[config.mk]
export PLATFORM = sky130hd
export DESIGN_NAME = serial_adder
export DESIGN_NICKNAME = d
export VERILOG_FILES = /design/src/rtl/serial_adder.sv
export SDC_FILE = /design/constraint.sdc
export NUM_CORES = 1
export LEC_CHECK = 0
export ABC_AREA = 1
export BUFFER_PORTS_ARGS = -buffer_cell sky130_fd_sc_hd__buf_2
export CORE_MARGIN = 3
export CORE_UTILIZATION = 49
export DETAILED_ROUTE_END_ITERATION = 10
export GPL_TIMING_DRIVEN = 0
export PLACE_DENSITY = 0.84
export SKIP_LAST_GASP = 1
export SYNTH_ARGS = -nofsm -noshare
export SYNTH_HDL_FRONTEND = slang
export SYNTH_SLANG_ARGS = --single-unit
export TNS_END_PERCENT = 20
[constraint.sdc]
create_clock -name clk -period 1.6 [get_ports clk]
set_input_delay 0.08 -clock clk [delete_from_list [all_inputs] [get_ports clk]]
set_output_delay 0.08 -clock clk [all_outputs]
set_load 0.03 [all_outputs]
[src/rtl/serial_adder.sv]
// ============================================================================
// Module  : serial_adder
// Brief   : Digit-serial add/subtract (DIGIT bits per clock, LSB first) with
//           carry-in, carry-out and signed overflow; start/busy/done handshake.
// Revision: 1.0  initial release
// ============================================================================
`default_nettype none

module serial_adder #(
    parameter int WIDTH = 8,
    parameter int DIGIT = 1
) (
    input  logic             clk,
    input  logic             rst,
    input  logic             start,
    input  logic             sub,
    input  logic [WIDTH-1:0] a,
    input  logic [WIDTH-1:0] b,
    input  logic             cin,
    output logic             busy,
    output logic             done,
    output logic [WIDTH-1:0] s,
    output logic             c,
    output logic             v
);

    localparam int C_N  = WIDTH / DIGIT;
    localparam int C_CW = (C_N > 1) ? $clog2(C_N) : 1;
    localparam logic [C_CW-1:0] C_LAST = C_CW'(C_N - 1);

    typedef enum logic [0:0] {
        S_IDLE = 1'b0,
        S_RUN  = 1'b1
    } state_t;

    state_t            r_state;
    state_t            w_state_next;
    logic [C_CW-1:0]   r_cnt;
    logic [WIDTH-1:0]  r_a;
    logic [WIDTH-1:0]  r_b;
    logic              r_carry;
    logic [WIDTH-1:0]  r_s;
    logic              r_c;
    logic              r_v;
    logic              r_done;
    logic              w_last;
    logic [DIGIT-1:0]  w_dig_sum;
    logic [DIGIT:0]    w_dc;
    logic [WIDTH-1:0]  w_sum_next;

    assign w_last = (r_cnt == C_LAST);
    assign w_dc[0] = r_carry;

    // Each digit bit is a full adder formed from two half adders.
    for (genvar i = 0; i < DIGIT; i++) begin : g_digit
        logic w_p;
        logic w_g;
        logic w_pc;
        assign w_p          = r_a[i] ^ r_b[i];
        assign w_g          = r_a[i] & r_b[i];
        assign w_dig_sum[i] = w_p ^ w_dc[i];
        assign w_pc         = w_p & w_dc[i];
        assign w_dc[i+1]    = w_g | w_pc;
    end

    // Partial result holds only the bits still needed; new digits enter at the top.
    if (DIGIT < WIDTH) begin : g_part
        logic [WIDTH-DIGIT-1:0] r_part;
        always_ff @(posedge clk) begin
            if (rst) begin
                r_part <= '0;
            end else if (r_state == S_RUN) begin
                r_part <= w_sum_next[WIDTH-1:DIGIT];
            end
        end
        assign w_sum_next = {w_dig_sum, r_part};
    end else begin : g_full
        assign w_sum_next = w_dig_sum;
    end

    always_ff @(posedge clk) begin
        if (rst) begin
            r_state <= S_IDLE;
        end else begin
            r_state <= w_state_next;
        end
    end

    always_comb begin
        w_state_next = r_state;
        case (r_state)
            S_IDLE:  if (start)  w_state_next = S_RUN;
            S_RUN:   if (w_last) w_state_next = S_IDLE;
            default: w_state_next = S_IDLE;
        endcase
    end

    always_ff @(posedge clk) begin
        if (rst) begin
            r_a     <= '0;
            r_b     <= '0;
            r_carry <= 1'b0;
            r_cnt   <= '0;
            r_s     <= '0;
            r_c     <= 1'b0;
            r_v     <= 1'b0;
            r_done  <= 1'b0;
        end else begin
            r_done <= 1'b0;
            case (r_state)
                S_IDLE: begin
                    if (start) begin
                        // Subtraction is a + ~b + ~borrow.
                        r_a     <= a;
                        r_b     <= b ^ {WIDTH{sub}};
                        r_carry <= cin ^ sub;
                        r_cnt   <= '0;
                    end
                end
                S_RUN: begin
                    r_a     <= r_a >> DIGIT;
                    r_b     <= r_b >> DIGIT;
                    r_carry <= w_dc[DIGIT];
                    r_cnt   <= r_cnt + C_CW'(1);
                    if (w_last) begin
                        r_cnt  <= '0;
                        r_s    <= w_sum_next;
                        r_c    <= w_dc[DIGIT];
                        r_v    <= w_dc[DIGIT] ^ w_dc[DIGIT-1];
                        r_done <= 1'b1;
                    end
                end
                default: ;
            endcase
        end
    end

    assign busy = (r_state == S_RUN);
    assign done = r_done;
    assign s    = r_s;
    assign c    = r_c;
    assign v    = r_v;

endmodule

`default_nettype wire
# After elaboration in Yosys (flattened, before gate mapping)
# Index checks and enable logic that the tools add are counted.
# word_totals
output_inout_bits,12
regBits,39
inputBits,21
# op_classes
eq_ne,2
addsub,1
n_bitwise,9
reduce_logical,2
muxes,13
# op_table
cell,count
$pmux W8 S2,2
$mux W8,2
$xor A8 B8 Y8,1
$mux W3,2
$pmux W3 S2,1
$mux W1,4
$pmux W1 S2,2
$xor A1 B1 Y1,4
$add A3 B1 Y3 const B,1
$eq A3 B3 Y1 const B,1
$and A1 B1 Y1,2
$ne A2 B2 Y1 const B,1
$reduce_and A2 Y1,1
$reduce_or A2 Y1,1
$not A1 Y1,1
$or A1 B1 Y1,1

# Depth between registers and ports, before layout
# Gate-level depths: netlist of run 1.
# logic_depth
word_depth,4
mapped_depth,7
depth_no_buf,6

# Worst setup path after synthesis of run 1
# Ideal clock, no wire load.
# synth_path
path_kind,register to register
start,reg r_cnt[0]
end,reg r_s[3] (netlist: s[3])
synth_period_minus_slack_ps,1298
setup_time_ps,124
n_path_buf,0
setup_slack_ps,302
arrival_ps,1174
path_stages_with_launch,7
required_time_ps,1476
path_cell_list,dfxtp_1 ha_1 ha_1 nand2_1 inv_2 o21ai_0 a21oi_1
# synth_via
elab_chain_len,2
# synth_rtl
element,line_no,source
start: declaration,38,logic [C_CW-1:0] r_cnt;
start signal: assignment,124,r_cnt <= r_cnt + C_CW'(1);
$eq A3 B3 Y1,51,assign w_last = (r_cnt == C_LAST);
$reduce_and A2 Y1 (no line),n/a,
end signal: assignment,127,r_s <= w_sum_next;
end: declaration,42,logic [WIDTH-1:0] r_s;
# Every way passes these cells.
# A chain may end at the register's enable or synchronous reset.

# Worst setup path after layout of run 1
# layout_path
start,reg r_cnt[0]
end,reg r_s[5] (netlist: s[5])
# Same word-level chain as after synthesis.

==> key figures, run 1 <==
Global route
  • Gr ovfl total: 0
  • Gr usage total: 0.1765
  • Initial antenna violation count: 0
  • Pin count of the biggest net entering global routing: 12
  • Vias in the first global route: around 1300
  • First-pass GRT wire length: between 5000 and 6000 um

Routing
  • Post-DR vias/cell: between 4 and 5
  • Routed WL: roughly 3400 um
  • ANT nets after route: 0
  • Drt wl/cell: about 10 um
  • DRC violations left: 0
  • Initial drt markers: 76
  • DRT Pass-1 Iters: 4
  • Vias: ~1600

Setup path
  • Startpoint types: register
  • Req. time, crit path: around 1.8 ns
  • Crit end category: register
  • R2r endpoint: s[5]
  • R2R cell count: 6
  • Arrival @ worst endpoint: ~1.7 ns
  • Worst-path maximum fanout: 9
  • R2r setup slk: around 0.16 ns
  • Worst r2r src: r_cnt[0]
  • WS Path Type: register to register

STA
  • Worst-Margin Slew: about 0.45 ns
  • Setup TNS: 0 ns
  • Hold Fails Final Rpt: 0
  • RSZ-0062 raised after global routing: false
  • Final setup viols: 0
  • Fin crit period: approximately 1.4 ns
  • Fin crit share: 0.8997
  • Max-slew headroom at the worst pin: 0.6973
  • Max Fclk: about 690 MHz
  • Slew Viols, Final: 0
  • Worst clock skew: between 0.003 and 0.004 ns

CTS
  • Maximum clock path buffer count: 2
  • Clock Sinks: 39
  • Num CTS Buffers: 5
  • Root buffer cell: clkbuf_4
  • Setup bufs post-CTS: 0
  • CTS H-tree depth: 2
  • Worst skew pair latency: around 0.34 ns
  • Clock-pin slew on the worst setup and hold paths: approximately 0.1 ns
  • CTS tree: done

Logic synthesis
  • Seq/Total Area, Yosys: 0.4555
  • Distinct cells, synth: 23
  • Post-synthesis cell area: roughly 1700 sq um
  • Synthesized area per cell: approximately 7 sq um
  • Mapped Cells: around 240
  • Synth Net Count: 267
  • Ys Warns: 0
  • FF+latch count, synth: 39

Placement
  • HPWL Detailed: between 2000 and 2500 um
  • Placed cell count: roughly 320
  • IO Port Bufs: 29
  • GP Congestion: roughly 0.78

Layout
  • N_diodes: 0
  • Commonest non-fill, non-tap cell in the layout: nand2_1
  • Finished Layout Cells: between 300 and 400
  • Most frequent cells in the layout: nand2_1, dfxtp_1, buf_2
  • Synthesis-to-finish area growth: 16.42%
  • Share of cells above drive strength 1: 0.1857
  • Nets: a little over 300

Worst hold path
  • Hold path start: b[7]
  • Min-delay worst type: input port to register
  • Hold Path Depth: 4
  • Hold endpoint: r_b[7]

Die
  • Core area: between 3000 and 4000 sq um
  • Die Wd: ~65 um
  • IO Pins: 33
  • Die area: ~4200 sq um
  • Die Y: between 60 and 70 um
  • Initial Util: 0.5352
  • # rows: 20

Power
  • Peak supply drop: around 0.42 mV
  • Pwr Density: about 900 nW/um^2
  • Leak pwr: between 1 and 1.5 nW

Job
  • Max Cap Viol: 0

Run status
  • Status: completed
flip-flops by register name, indices dropped and copies added, names as in the netlist:
signal / cells
busy: 1
c: 1
done: 1
g_part.r_part: 7
r_a: 8
r_b: 8
r_carry: 1
r_cnt: 3
s: 8
v: 1
final cells by class:
| cell class | count | area, sq um |
|---|---|---|
| flip-flops and latches | 39 | 780.7 |
| multi-input cells | 161 | 750.7 |
| fillers | 323 | 1207 |
| plain buffers | 12 | 72.57 |
| repair buffers | 31 | 165.2 |
| inverters | 30 | 115.1 |
| clock buffers | 6 | 51.30 |
| clock inverters | 1 | 5.005 |
| well taps | 44 | 55.05 |
Yosys cell counts, drive strengths merged:
library cell | n | area [sq um]
nand2 | 71 | 266.5
dfxtp | 39 | 780.8
inv | 29 | 108.9
a21oi | 26 | 130.1
nor2 | 21 | 88.84
nand3 | 18 | 90.09
o21ai | 16 | 80.07
buf | 11 | 67.56
ha | 3 | 37.54
a22oi | 2 | 15.01
and3 | 1 | 6.260
clkbuf | 1 | 5.000
clkinv | 1 | 3.750
fa | 1 | 20.02
nor3 | 1 | 5.000
xnor2 | 1 | 8.760
routing by layer:
layer | track usage | wire (um) | up-vias
met1 | 0.2358 | 1586 | 676
met5 | 0 | 0 | -
li1 | - | - | 837
met4 | 0.09067 | 63 | 0
met2 | 0.2695 | 1549 | 39
met3 | 0.03590 | 187 | 7
stage by stage:
step,instance area [sq um],hold WS [ns],power [mW],utilization,setup WS [ns]
3_3_place_gp,1914,0.3420,1.275,0.5977,0.1216
3_5_place_dp,1914,0.3444,1.283,0.5977,0.09298
5_1_grt,1996,0.03779,1.876,0.6230,0.05523
2_1_floorplan,1714,0.2228,1.217,-,0.3023
4_1_cts,1991,0.03714,1.779,0.6215,0.07710
6_report,1996,0.03894,1.767,0.6230,0.1605
worst max path at each step:
stage	from	endpoint	slack, ns	depth (start not counted)
after floorplan	r_cnt[0]	s[3]	0.30	6
after global placement	r_cnt[0]	s[5]	0.12	6
after detailed placement	r_cnt[0]	s[5]	0.09	6
after CTS	r_cnt[0]	s[5]	0.08	6
after global routing	r_cnt[0]	s[3]	0.06	6
final	r_cnt[0]	s[5]	0.16	6
cells by family after synthesis:
family	Yosys count	share of synthesized area
adder cells (fa/ha/maj)	4	0.03358
XOR/XNOR	1	0.005110
buffers and inverters	42	0.1080
AND/OR/NAND/NOR	112	0.2664
flip-flops	39	0.4555
AO/OA/AOI/OAI	44	0.1314
report_power, final:
group	internal, mW	switching [mW]	leakage, nW	total [mW]
clock	0.204	0.300	0.0341	0.503
combinational	0.0913	0.134	0.714	0.225
sequential	1.01	0.0251	0.318	1.04
total	1.31	0.458	1.07	1.77
critical path: stages, from the launching register on:
cell and delay (ns):
dfxtp_1 0.34, ha_1 0.22, ha_1 0.28, nand2_2 0.19
inv_4 0.09, o21ai_0 0.16, a21oi_1 0.06
repair_timing:
action	4_1_cts	5_1_grt
setup endpoints to repair	0	5
hold buffers	2	0
endpoints found under the hold margin	2	0
gates resized for setup	0	2
Note: power is estimated with default switching activity, not from simulation.
==> inputs of run 2 (changes only) <==
--- a/config.mk
+++ b/config.mk
@@ -7,10 +7,10 @@
 export LEC_CHECK = 0
 export ABC_AREA = 1
 export BUFFER_PORTS_ARGS = -buffer_cell sky130_fd_sc_hd__buf_2
+export CORE_ASPECT_RATIO = 0.5
 export CORE_MARGIN = 3
 export CORE_UTILIZATION = 49
 export DETAILED_ROUTE_END_ITERATION = 10
-export GPL_TIMING_DRIVEN = 0
 export PLACE_DENSITY = 0.84
 export SKIP_LAST_GASP = 1
 export SYNTH_ARGS = -nofsm -noshare
==> key figures, run 2 (synthesis results as in run 1) <==
Setup path
  • R2R cell count: 6
  • CP top delay family: adder cells
  • R2r setup slk: between 0.1 and 0.15 ns
  • Worst r2r src: r_cnt[0]
  • WS Path Type: register to register
  • Worst Path Buf+Inv: 1
  • R2r endpoint: s[5]
  • Req. time, crit path: between 1.5 and 2 ns
  • Slowest cell on crit path: dfxtp_1
  • Crit-path cells: ha_1 -> ha_2 -> nand2_1 -> inv_2 -> o21ai_0 -> a21oi_1
  • Startpoint types: register
  • Arrival @ worst endpoint: about 1.7 ns
  • Crit path largest cell delay: roughly 0.35 ns
  • Worst-path maximum fanout: 9
  • Crit end category: register

Power
  • Pwr Density: about 1000 nW/um^2
  • Leak pwr: ~1.0 nW
  • Peak supply drop: slightly above 0.3 mV

Die
  • Die Wd: around 90 um
  • IO Pins: 33
  • Die area: 4287 sq um
  • Core area: roughly 3200 sq um
  • Initial Util: 0.5406
  • Die Y: roughly 48 um
  • # rows: 14

STA
  • Fin crit period: between 1 and 1.5 ns
  • Worst-Margin Slew: about 0.83 ns
  • Final setup viols: 0
  • Hold Fails Final Rpt: 0
  • Worst clock skew: approximately 0.0056 ns
  • Fin crit share: 0.9174
  • Slew Viols, Final: 0
  • Max-slew headroom at the worst pin: 0.4427
  • Max Fclk: slightly below 700 MHz

Routing
  • Initial drt markers: around 110
  • ANT nets after route: 0
  • DRC violations left: 0
  • Routed WL: between 3000 and 4000 um
  • Post-DR vias/cell: around 4.9
  • DRT Pass-1 Iters: 4
  • Drt wl/cell: about 11 um
  • Vias: approximately 1600

Placement
  • Placed cell count: between 300 and 400
  • IO Port Bufs: 32
  • HPWL Detailed: about 2500 um
  • GP Congestion: 0.8211

Global route
  • GR peak layer: met2
  • Gr ovfl total: 0
  • Met2 usage: 0.3023
  • Initial antenna violation count: 0
  • Gr usage total: 0.1802
  • Vias in the first global route: approximately 1300
  • Grt met1 use: 0.2211
  • First-pass GRT wire length: approximately 5700 um
  • Pin count of the biggest net entering global routing: 26
  • GR met3 Demand/Resource: 0.07388

Job
  • Max Cap Viol: 0

Worst hold path
  • Hold endpoint: r_a[7]
  • Hold path start: a[7]
  • Min-delay worst type: input port to register
  • Hold Path Depth: 3

CTS
  • CTS tree: done
  • Setup bufs post-CTS: 0
  • Clock-pin slew on the worst setup and hold paths: about 0.070 ns
  • CTS H-tree depth: 2
  • Root buffer cell: clkbuf_8
  • Clock Sinks: 39
  • Worst skew pair latency: about 0.3 ns
  • Num CTS Buffers: 5
  • Cts hold-fix bufs: 0
  • Maximum clock path buffer count: 2

Layout
  • Synthesis-to-finish area growth: 15.47%
  • Finished Layout Cells: 320
  • N_diodes: 0
  • Nets: around 300
  • Fillers: 292
  • Most frequent cells in the layout: nand2_1, dfxtp_1, buf_2
  • Utilization after layout: 0.6243
  • Commonest non-fill, non-tap cell in the layout: nand2_1
  • Share of cells above drive strength 1: 0.1691

Run status
  • Status: completed
[run 2: final cells by class]
type,count,area [sq um],share of cell area
tap,48,60.06,0.03034
clock buffer,8,100.1,0.05057
sequential,39,780.7,0.3944
multi-input combinational,161,750.7,0.3793
timing repair buffer,34,175.2,0.08850
inverter,30,112.6,0.05689
[run 2: where the power goes]
part           switching, mW  leakage (nW)  internal (mW)
clock network          0.329        0.0515          0.393
logic                  0.135         0.674         0.0787
registers             0.0265         0.318           1.01
total                  0.491          1.04           1.49
[run 2: routing by layer]
layer	vias to the layer above	part of all wire
met3	9	0.059
li1	819	-
met2	42	0.46
met1	682	0.46
met4	0	0.018
met5	-	0
[run 2: timing repair]
| action | CTS | global route |
|---|---|---|
| endpoints found under the setup margin | 0 | 5 |
| hold endpoints to repair | 0 | 0 |
| gates resized for setup | 0 | 1 |
[run 2: metrics by stage]
stage | setup TNS (ns) | hold WS (ns) | setup slack, ns | total power [mW] | cell area [sq um]
after floorplan | 0 | 0.2228 | 0.3023 | 1.217 | 1714
after global placement | 0 | 0.3407 | 0.2225 | 1.263 | 1877
after detailed placement | 0 | 0.3463 | 0.1134 | 1.273 | 1877
after CTS | 0 | 0.03682 | 0.1138 | 1.980 | 1977
after global routing | -0.01051 | 0.04707 | -0.01051 | 2.063 | 1979
final | 0 | 0.04279 | 0.1322 | 1.977 | 1979
[run 2: how the worst max path moves through the flow]
| stage | from | endpoint | slack (ns) | cells after the start |
|---|---|---|---|---|
| detailed placement | r_cnt[0] | s[5] | 0.11 | 6 |
| floorplan | r_cnt[0] | s[3] | 0.30 | 6 |
| CTS | r_cnt[0] | s[5] | 0.11 | 6 |
| global route | r_cnt[0] | s[3] | -0.01 | 6 |
| finish | r_cnt[0] | s[5] | 0.13 | 6 |
| global placement | r_cnt[0] | s[4] | 0.22 | 6 |
[run 2: worst register-to-register path, stage by stage, from the launching register on]
cell and delay (ns):
dfxtp_1 0.35, ha_1 0.20, ha_2 0.26, nand2_1 0.18, inv_2 0.18, o21ai_0 0.10, a21oi_1 0.14
